File: config.mk
export PLATFORM = sky130hd
export DESIGN_NAME = mem_1rw_arbiter
export DESIGN_NICKNAME = d
export VERILOG_FILES = /design/src/rtl/mem_1rw_arbiter.sv
export SDC_FILE = /design/constraint.sdc
export NUM_CORES = 1
export LEC_CHECK = 0
export CAP_MARGIN = 5
export CORE_MARGIN = 5
export CORE_UTILIZATION = 42
export CTS_BUF_LIST = sky130_fd_sc_hd__clkbuf_2
export DETAILED_ROUTE_END_ITERATION = 16
export PLACE_DENSITY = 0.77
export SLEW_MARGIN = 30
export SYNTH_ARGS = -nofsm -noshare
export SYNTH_HDL_FRONTEND = slang
export SYNTH_SLANG_ARGS = --single-unit
File: constraint.sdc
create_clock -name clk -period 2.1 [get_ports clk]
set_clock_uncertainty 0.2 [all_clocks]
set_input_delay 0.21 -clock clk [delete_from_list [all_inputs] [get_ports clk]]
set_output_delay 0.21 -clock clk [all_outputs]
set_load 0.01 [all_outputs]
File: src/rtl/mem_1rw_arbiter.sv
// mem_1rw_arbiter
//   Shares one external single-port RAM between a write requester and a read
//   requester. At most one RAM access per cycle; round-robin on contention.
//   Read data returns in order through a show-ahead response FIFO. A credit
//   counter limits reads in flight so every issued read has a FIFO slot.
// Ports
//   clk, rst_n                       clock, async active-low reset
//   wr_req_valid/ready/addr/data     write request handshake
//   rd_req_valid/ready/addr          read request handshake
//   rd_rsp_valid/ready/data          read response (FIFO head)
//   mem_wen/ren/addr/din, mem_dout   RAM interface (LAT = 1, or 2 with DOUT_REG)
module mem_1rw_arbiter #(
  parameter int unsigned WIDTH_DATA     = 8,
  parameter int unsigned WIDTH_ADDR     = 8,
  parameter string       DOUT_REG       = "false",
  parameter int unsigned RSP_FIFO_DEPTH = 4
) (
  input  logic                  clk,
  input  logic                  rst_n,
  input  logic                  wr_req_valid,
  output logic                  wr_req_ready,
  input  logic [WIDTH_ADDR-1:0] wr_req_addr,
  input  logic [WIDTH_DATA-1:0] wr_req_data,
  input  logic                  rd_req_valid,
  output logic                  rd_req_ready,
  input  logic [WIDTH_ADDR-1:0] rd_req_addr,
  output logic                  rd_rsp_valid,
  input  logic                  rd_rsp_ready,
  output logic [WIDTH_DATA-1:0] rd_rsp_data,
  output logic                  mem_wen,
  output logic                  mem_ren,
  output logic [WIDTH_ADDR-1:0] mem_addr,
  output logic [WIDTH_DATA-1:0] mem_din,
  input  logic [WIDTH_DATA-1:0] mem_dout
);

  localparam int unsigned LAT   = (DOUT_REG == "true") ? 2 : 1;
  localparam int unsigned PTR_W = $clog2(RSP_FIFO_DEPTH);
  localparam int unsigned CNT_W = PTR_W + 1;
  localparam logic [CNT_W-1:0] DEPTH_CNT = CNT_W'(RSP_FIFO_DEPTH);

  typedef enum logic {
    PRIO_WR = 1'b0,
    PRIO_RD = 1'b1
  } prio_e;

  prio_e                 prio_q, prio_d;
  logic [LAT-1:0]        rd_pipe_q, rd_pipe_d;
  logic [CNT_W-1:0]      wr_ptr_q, wr_ptr_d;
  logic [CNT_W-1:0]      rd_ptr_q, rd_ptr_d;
  logic [CNT_W-1:0]      outst_q, outst_d;
  logic [WIDTH_DATA-1:0] fifo_mem_q [RSP_FIFO_DEPTH];
  logic [WIDTH_DATA-1:0] fifo_mem_d [RSP_FIFO_DEPTH];

  logic rd_elig;
  logic grant_w;
  logic grant_r;
  logic push;
  logic pop;
  logic fifo_empty;
  logic fifo_full;

  // Arbitration and RAM drive. Grants are gated by rst_n so nothing is
  // accepted or issued while reset is asserted.
  always_comb begin
    rd_elig = rd_req_valid && (outst_q < DEPTH_CNT);
    grant_w = 1'b0;
    grant_r = 1'b0;
    prio_d  = prio_q;
    if (rst_n) begin
      if (wr_req_valid && rd_elig) begin
        if (prio_q == PRIO_WR) begin
          grant_w = 1'b1;
          prio_d  = PRIO_RD;
        end else begin
          grant_r = 1'b1;
          prio_d  = PRIO_WR;
        end
      end else if (wr_req_valid) begin
        grant_w = 1'b1;
      end else if (rd_elig) begin
        grant_r = 1'b1;
      end
    end
  end

  assign wr_req_ready = grant_w;
  assign rd_req_ready = grant_r;
  assign mem_wen      = grant_w;
  assign mem_ren      = grant_r;
  assign mem_addr     = grant_r ? rd_req_addr : wr_req_addr;
  assign mem_din      = wr_req_data;

  // Response FIFO status; extra pointer MSB separates full from empty.
  assign fifo_empty   = (wr_ptr_q == rd_ptr_q);
  assign fifo_full    = (wr_ptr_q[PTR_W] != rd_ptr_q[PTR_W]) &&
                        (wr_ptr_q[PTR_W-1:0] == rd_ptr_q[PTR_W-1:0]);
  assign rd_rsp_valid = !fifo_empty;
  assign rd_rsp_data  = fifo_mem_q[rd_ptr_q[PTR_W-1:0]];

  // Read pipe, FIFO pointers and credit counter. A pop only releases its
  // credit from the next cycle on, keeping rd_rsp_ready off the
  // rd_req_ready path.
  always_comb begin
    push      = rd_pipe_q[LAT-1];
    pop       = rd_rsp_valid && rd_rsp_ready;
    rd_pipe_d = (rd_pipe_q << 1) | LAT'(grant_r);
    wr_ptr_d  = wr_ptr_q;
    rd_ptr_d  = rd_ptr_q;
    outst_d   = outst_q;
    fifo_mem_d = fifo_mem_q;
    if (push) begin
      fifo_mem_d[wr_ptr_q[PTR_W-1:0]] = mem_dout;
      wr_ptr_d = wr_ptr_q + CNT_W'(1);
    end
    if (pop) begin
      rd_ptr_d = rd_ptr_q + CNT_W'(1);
    end
    if (grant_r && !pop) begin
      outst_d = outst_q + CNT_W'(1);
    end else if (!grant_r && pop) begin
      outst_d = outst_q - CNT_W'(1);
    end
  end

  always_ff @(posedge clk or negedge rst_n) begin
    if (!rst_n) begin
      prio_q    <= PRIO_WR;
      rd_pipe_q <= '0;
      wr_ptr_q  <= '0;
      rd_ptr_q  <= '0;
      outst_q   <= '0;
    end else begin
      prio_q    <= prio_d;
      rd_pipe_q <= rd_pipe_d;
      wr_ptr_q  <= wr_ptr_d;
      rd_ptr_q  <= rd_ptr_d;
      outst_q   <= outst_d;
    end
  end

  // FIFO storage needs no reset: the pointers define which entries are live.
  always_ff @(posedge clk) begin
    fifo_mem_q <= fifo_mem_d;
  end

  a_no_overflow:  assert property (@(posedge clk) disable iff (!rst_n) !(push && fifo_full));
  a_no_underflow: assert property (@(posedge clk) disable iff (!rst_n) !(pop && fifo_empty));
  a_credit_bound: assert property (@(posedge clk) disable iff (!rst_n) outst_q <= DEPTH_CNT);
  a_one_access:   assert property (@(posedge clk) disable iff (!rst_n) !(mem_wen && mem_ren));

endmodule
==> flow_summary.ini, run 1 <==
[outcome]
status = finished with violations
violations = negative setup slack

[timing]
fmax_mhz = 449
timing.final.ws_setup_ns = -0.126
setup_tns_ns = -0.705
slew_viol_final = 0
hold_violations = 0
slew_headroom_pct = 64.4
fin_crit_ns = 2.23
setup_viol = 10
rsz0062_at_grt = true
worstMarginPinSlew_ns = 0.534
min_period_over_period_pct = 106

[placed_design]
portBuffers = 49
dpl_cell_area_um2 = 2620
place_inst = 224
gp_congestion = 0.768
dp_slack_ns = -0.364
dp_hpwl_um = 2900

[global_routing]
grt_pass1_vias = 1421
antenna_found_initial = 0
grt-ovfl-total = 0
grt_max_degree = 14
grt_usage_pct = 14.4
grt_pass1_wl_um = 6820

[cts]
cts.sinks = 43
clock-root-buffer = clkbuf_2
clock_latency_ns = 0.39
clkTransAtPathRegs_ns = 0.21
cts_max_level = 2
cts_inserted_buffers = 5
cts_tree = built
cts_max_path_buffers = 2

[worst_setup_path]
worstPathRequired_ns = 1.69
cpMaxStageDelayCell = dfrtp_1
worstSetupPathType = flop to output pin
worst-path-buf-inv = 3
path_delay_family = flip-flops
cp_common_cell = buf_6
setup.worst_path.start = prio_q$_DFFE_PN0P_
rr_startpoint = rd_ptr_q[0]$_DFFE_PN0P_
crit_path_start_kind = flop
critical_path_peak_fanout = 4
crit_path_end_kind = output pin
arrival_ns = 1.82
critPathMaxStageDelay_ns = 0.43
crit_chain = nand2b_1 > and3_4 > buf_6 > buf_6 > mux2_4 > buf_6

[routing]
dr.max_layer_used = met4
drt_drc_violations_left = 0
drt_first_iter_violations = 62
routed_wl_um = 4290
ant_nets = 0
routedWlPerCell_um = 17.6
wl_met2_um = 2270
via_count = 1257
viasPerCell = 5.15
drt-met1-wl_um = 1600
wl_met3_um = 352
drt-pass1-iter-count = 4

[die]
fp.dieH_um = 79.0
io_pins = 66
initial_utilization_pct = 42.8
rows = 25
dieArea_um2 = 6230
core-area_um2 = 4660
die_width_um = 79.0

[yosys]
yosys_register_bits = 43
synth_seq_area_share_pct = 61.9
synthCells = 118
synth_top_family_by_area = multiplexers
synth.mux.area_fraction_pct = 15.6
synth-xor-area-share_pct = 5.20
ys.warnings.count = 0
yosysTopAreaCellShare_pct = 48.1
postSynthAreaPerCell_um2 = 16.9
synth_adder_area_share_pct = 4.76
synth_cell_types = 27
synth_area_leader_cell = edfxtp_1
syn-num-nets = 162
synth_area_um2 = 2000
synth_compound_area_share_pct = 3.01
synthSimpleGateAreaFrac_pct = 3.45
synth_area_leaders = edfxtp_1 (48%), dfrtp_1 (14%), mux4_1 (11%)

[worst_hold_path]
worst_hold_path_type = input port to flop
worstHoldStart = mem_dout[3]

[final_layout]
drive_above_1_share_pct = 45.3
fin_cells = 244
post-route-util_pct = 60.8
fin_area_um2 = 2830
multi_input_area_um2 = 706
area_growth_pct = 41.8
nNetsFinal = 233
nFillCells = 338
register_area_um2 = 1240
n_antenna_cell = 0

[power]
leakage_uw = 0.00113
p_per_area_nw_per_um2 = 1210
ir_drop_mv = 0.578

[job]
maxCapViolCount = 0
-- final timing paths --
kind	end	cells past startpoint	slack (ns)
worst max register to register	outst_q[2]$_DFFE_PN0P_	9	-0.12
max in group asynchronous	rd_ptr_q[0]$_DFFE_PN0P_	3	0.72
worst max-delay path	mem_addr[4]	6	-0.13
min in group asynchronous	rd_ptr_q[2]$_DFFE_PN0P_	3	0.62
worst min-delay path	fifo_mem_q[27]$_DFFE_PP_	1	0.22
worst min register to register	wr_ptr_q[2]$_DFFE_PN0P_	1	0.33
-- cell families (layout without fill, tap and decap cells) --
group	count (synthesis)	in the layout
xor gates and xnor gates	11	11
adders and majority gates	7	7
muxes	17	17
AOI/OAI and AO/OA	8	8
buffers and inverters	19	91
DFF	43	43
and+or+nand+nor	13	13
-- layer usage --
| layer | global-route usage [%] | vias to the layer above |
|---|---|---|
| li1 | - | 564 |
| met1 | 15.4 | 615 |
| met2 | 25.5 | 65 |
| met3 | 5.44 | 13 |
| met4 | 6.19 | 0 |
| met5 | 0 | - |
-- sequential cells by signal (all words and copies together), names as in the netlist --
register,flops
rd_ptr_q,3
push,1
wr_ptr_q,3
fifo_mem_q,32
outst_q,3
prio_q,1
-- synthesized netlist by cell type (all sizes together) --
| cell type | instances |
|---|---|
| nand2 | 3 |
| nand2b | 1 |
| nor2 | 1 |
| mux4 | 8 |
| mux2 | 9 |
| xor2 | 5 |
| o21ai | 1 |
| inv | 6 |
| dfrtp | 11 |
| a32o | 1 |
| a211oi | 2 |
| edfxtp | 32 |
| and2 | 4 |
| xnor2 | 6 |
| a31o | 1 |
| a21oi | 2 |
| nand3 | 2 |
| and3 | 1 |
| a31oi | 1 |
| ha | 6 |
| buf | 13 |
| nor2b | 1 |
| fa | 1 |
-- power breakdown --
group	switching, uW	internal [uW]
logic	691	985
registers	116	1060
clock network	256	326
-- area by class of cell --
cell class	count	share of cell area, %
Multi-Input combinational cell	56	24.9
Sequential cell	43	43.7
Clock inverter	2	2.12
Inverter	6	0.795
Timing Repair Buffer	77	25.0
Clock buffer	6	1.06
Tap cell	54	2.39
-- layout by cell type, fill, tap and decap left out, types with 2 or more instances in the layout --
cell type        synthesis  layout
and2_1                   4       4
buf_2                    1       4
buf_4                   11      20
buf_6                    1      18
bufinv_16                0       2
clkbuf_2                 0      11
clkdlybuf4s50_1          0      28
dfrtp_1                 11      10
edfxtp_1                32      32
ha_1                     6       5
inv_1                    6       5
mux2_2                   9       3
mux2_4                   0       6
mux4_2                   0       8
nand2_1                  3       3
xnor2_1                  5       3
xnor2_2                  1       2
xor2_1                   5       5
-- metrics by stage --
step,total power [uW],hold WS [ns]
floorplan,1970,-0.286
global placement,2520,0.220
detailed placement,2580,0.220
CTS,3210,0.209
global route,3620,0.203
finish,3430,0.220
-- repair_timing --
action | CTS | global route
cloned | 1 | 0
setup endpoints to repair | 23 | 22
setup buffers | 5 | 8
pin swaps | 6 | 6
hold buffers | 1 | 0
hold endpoints to repair | 11 | 0
resized for setup | 95 | 31
(Power assumes the default switching activity.)
==> run 2, diff against run 1 <==
--- a/config.mk
+++ b/config.mk
@@ -10,7 +10,7 @@
 export CORE_UTILIZATION = 42
 export CTS_BUF_LIST = sky130_fd_sc_hd__clkbuf_2
 export DETAILED_ROUTE_END_ITERATION = 16
-export PLACE_DENSITY = 0.77
+export DONT_BUFFER_PORTS = 1
 export SLEW_MARGIN = 30
 export SYNTH_ARGS = -nofsm -noshare
 export SYNTH_HDL_FRONTEND = slang
==> run 2 against run 1 <==
The flow still finishes with violations (negative setup slack). Critical path depth shrank 2. Global-route usage shrank 2.1 points. Cell area shrank 18%. Sequential share of layout area grew 9.6 points. Combinational power shrank 29%. Critical path type unchanged. Sequential cell count is the same. Die area is the same. Clock power shrank 41%. Routed wire length shrank 17%. Register-to-register slack gained 0.12 ns. Count of clock-buffer cells in the layout is the same. Utilization shrank 11 points.
==> flow_summary.ini, run 2 (synthesized netlist as in run 1, its figures left out) <==
[die]
io_pins = 66
core-area_um2 = 4660
rows = 25
initial_utilization_pct = 42.8
fp.dieH_um = 79.0
dieArea_um2 = 6230
die_width_um = 79.0

[worst_setup_path]
reg2regPathDepth = 7
crit_path_start_kind = flop
crit_chain = nor2b_2 > and3_4 > buf_12 > mux2_4
critPathMaxStageDelay_ns = 0.44
arrival_ns = 1.70
critical_path_peak_fanout = 8
r2r_setup_slack_ns = 0
worstSetupPathType = flop to output pin
cpMaxStageDelayCell = dfrtp_1
crit_path_end_kind = output pin
worstPathRequired_ns = 1.69

[timing]
timing.final.ws_setup_ns = -0.00680
fmax_mhz = 475
setup_viol = 7
hold_violations = 0
min_period_over_period_pct = 100
fin_crit_ns = 2.11
slew_viol_final = 0
slew_headroom_pct = 65.4
rsz0062_at_grt = true
worstMarginPinSlew_ns = 0.517
hold_ws_ns = 0.0404

[outcome]
violations = negative setup slack
status = finished with violations

[routing]
drt_drc_violations_left = 0
drt_first_iter_violations = 94
ant_nets = 0
via_count = 1032
routed_wl_um = 3570
routedWlPerCell_um = 18.4
drt-pass1-iter-count = 4
viasPerCell = 5.32

[final_layout]
drive_above_1_share_pct = 32.9
layout_common_cells = edfxtp_1 (32), dlygate4sd3_1 (14), dfrtp_1 (11), buf_4 (10), mux2_4 (8)
fin_cells = 194
layout_commonest_cell = edfxtp_1
area_growth_pct = 16.2
register_area_um2 = 1240
nFillCells = 386
largest_register = fifo_mem_q
multi_input_area_um2 = 693
nNetsFinal = 183
largest_register_ffs = 32
n_antenna_cell = 0

[placed_design]
portBuffers = 0
dp_slack_ns = -0.0226
dp_hpwl_um = 2450
place_inst = 168
gp_congestion = 0.694

[cts]
cts_max_path_buffers = 2
clock_latency_ns = 0.40
cts_tree = built
cts_max_level = 2
cts.sinks = 43
clock-root-buffer = clkbuf_2
cts_inserted_buffers = 5
clkTransAtPathRegs_ns = 0.20

[worst_hold_path]
holdPathStages = 3
worst_hold_path_type = input port to flop

[power]
p_clk_share_pct = 12.7
ir_drop_mv = 0.434
p_sw_uw = 918
combPwrFrac_pct = 44.3
intPower_uw = 1780
pwr-share-seq_pct = 43.0
power.share.switching_pct = 34.0
p_per_area_nw_per_um2 = 1160
leakage_uw = 0.000868

[global_routing]
grt_usage_pct = 12.3
grt-ovfl-total = 0
antenna_found_initial = 0
grt_max_degree = 14
grt_pass1_vias = 1150
grt_pass1_wl_um = 5800

[job]
maxCapViolCount = 0
run 2: cell count changes in the layout (fill, tap and decap cells not counted), moves of 4 or more:
| cell | before | now |
|---|---|---|
| clkdlybuf4s50_1 | 28 | 0 |
| buf_6 | 18 | 2 |
| dlygate4sd3_1 | 1 | 14 |
| buf_4 | 20 | 10 |
| clkbuf_2 | 11 | 6 |
| buf_2 | 4 | 0 |
run 2: power groups by stage:
stage	logic, uW	clock network, uW	registers [uW]
2_1_floorplan	799	0	1170
3_3_place_gp	1000	0	1180
3_5_place_dp	1030	0	1190
4_1_cts	1180	363	1160
5_1_grt	1310	404	1180
6_report	1200	344	1160
run 2: per-layer routing:
layer  share of wire, %  wire (um)  track usage [%]  up-vias
met5                  0          0                0        -
met4                1.2         43             5.33        0
met3                6.6        237             4.31        6
met2                 50       1780             19.4       39
met1                 42       1510             15.4      520
li1                   -          -                -      467
run 2: what timing repair did:
action	CTS	global route
cloned	1	0
hold endpoints to repair	48	0
gates resized for setup	21	5
endpoints found under the setup margin	17	16
pin swaps	4	4
setup buffers	3	0
hold buffers	14	0
run 2: worst max-delay path, delay by kind of cell, from the launching register on:
kind / cells / cell delay [ns]
AND/OR/NAND/NOR: 2 / 0.37
multiplexers: 1 / 0.32
flip-flops: 1 / 0.44
buffers and inverters: 1 / 0.15
run 2: layout make-up:
cell class                      count  area share, %
Clock inverter                      2          0.539
Multi-Input combinational cell     56           29.9
Sequential cell                    43           53.3
Inverter                            6          0.971
Tap cell                           54           2.91
Clock buffer                        6           1.29
Timing Repair Buffer               27           11.1
run 2: per-stage QoR:
stage | util (%) | TNS, ns | total power [uW] | cell area [um2]
final | 49.8 | -0.0317 | 2700 | 2320
after global routing | 49.8 | -1.02 | 2900 | 2320
after CTS | 49.7 | -0.382 | 2710 | 2320
after detailed placement | 44.3 | -0.0226 | 2220 | 2060
after global placement | 44.3 | 0 | 2180 | 2060
after floorplan | - | -0.00691 | 1970 | 2030
run 2: path summary, 6_finish.rpt:
| path | from | to |
|---|---|---|
| max in group asynchronous | rst_n | wr_ptr_q[0]$_DFFE_PN0P_ |
| min | rst_n | outst_q[0]$_DFFE_PN0P_ |
| max | outst_q[2]$_DFFE_PN0P_ | mem_addr[2] |
| min in group asynchronous | rst_n | outst_q[0]$_DFFE_PN0P_ |
| min reg2reg | outst_q[2]$_DFFE_PN0P_ | outst_q[2]$_DFFE_PN0P_ |
| max reg2reg | rd_ptr_q[0]$_DFFE_PN0P_ | outst_q[1]$_DFFE_PN0P_ |
==> run 3, diff against run 2 <==
--- a/config.mk
+++ b/config.mk
@@ -5,7 +5,7 @@
 export SDC_FILE = /design/constraint.sdc
 export NUM_CORES = 1
 export LEC_CHECK = 0
-export CAP_MARGIN = 5
+export CAP_MARGIN = 20
 export CORE_MARGIN = 5
 export CORE_UTILIZATION = 42
 export CTS_BUF_LIST = sky130_fd_sc_hd__clkbuf_2
==> results of run 3 <==
The final DEF is identical to that of run 2; final timing and power are the same.
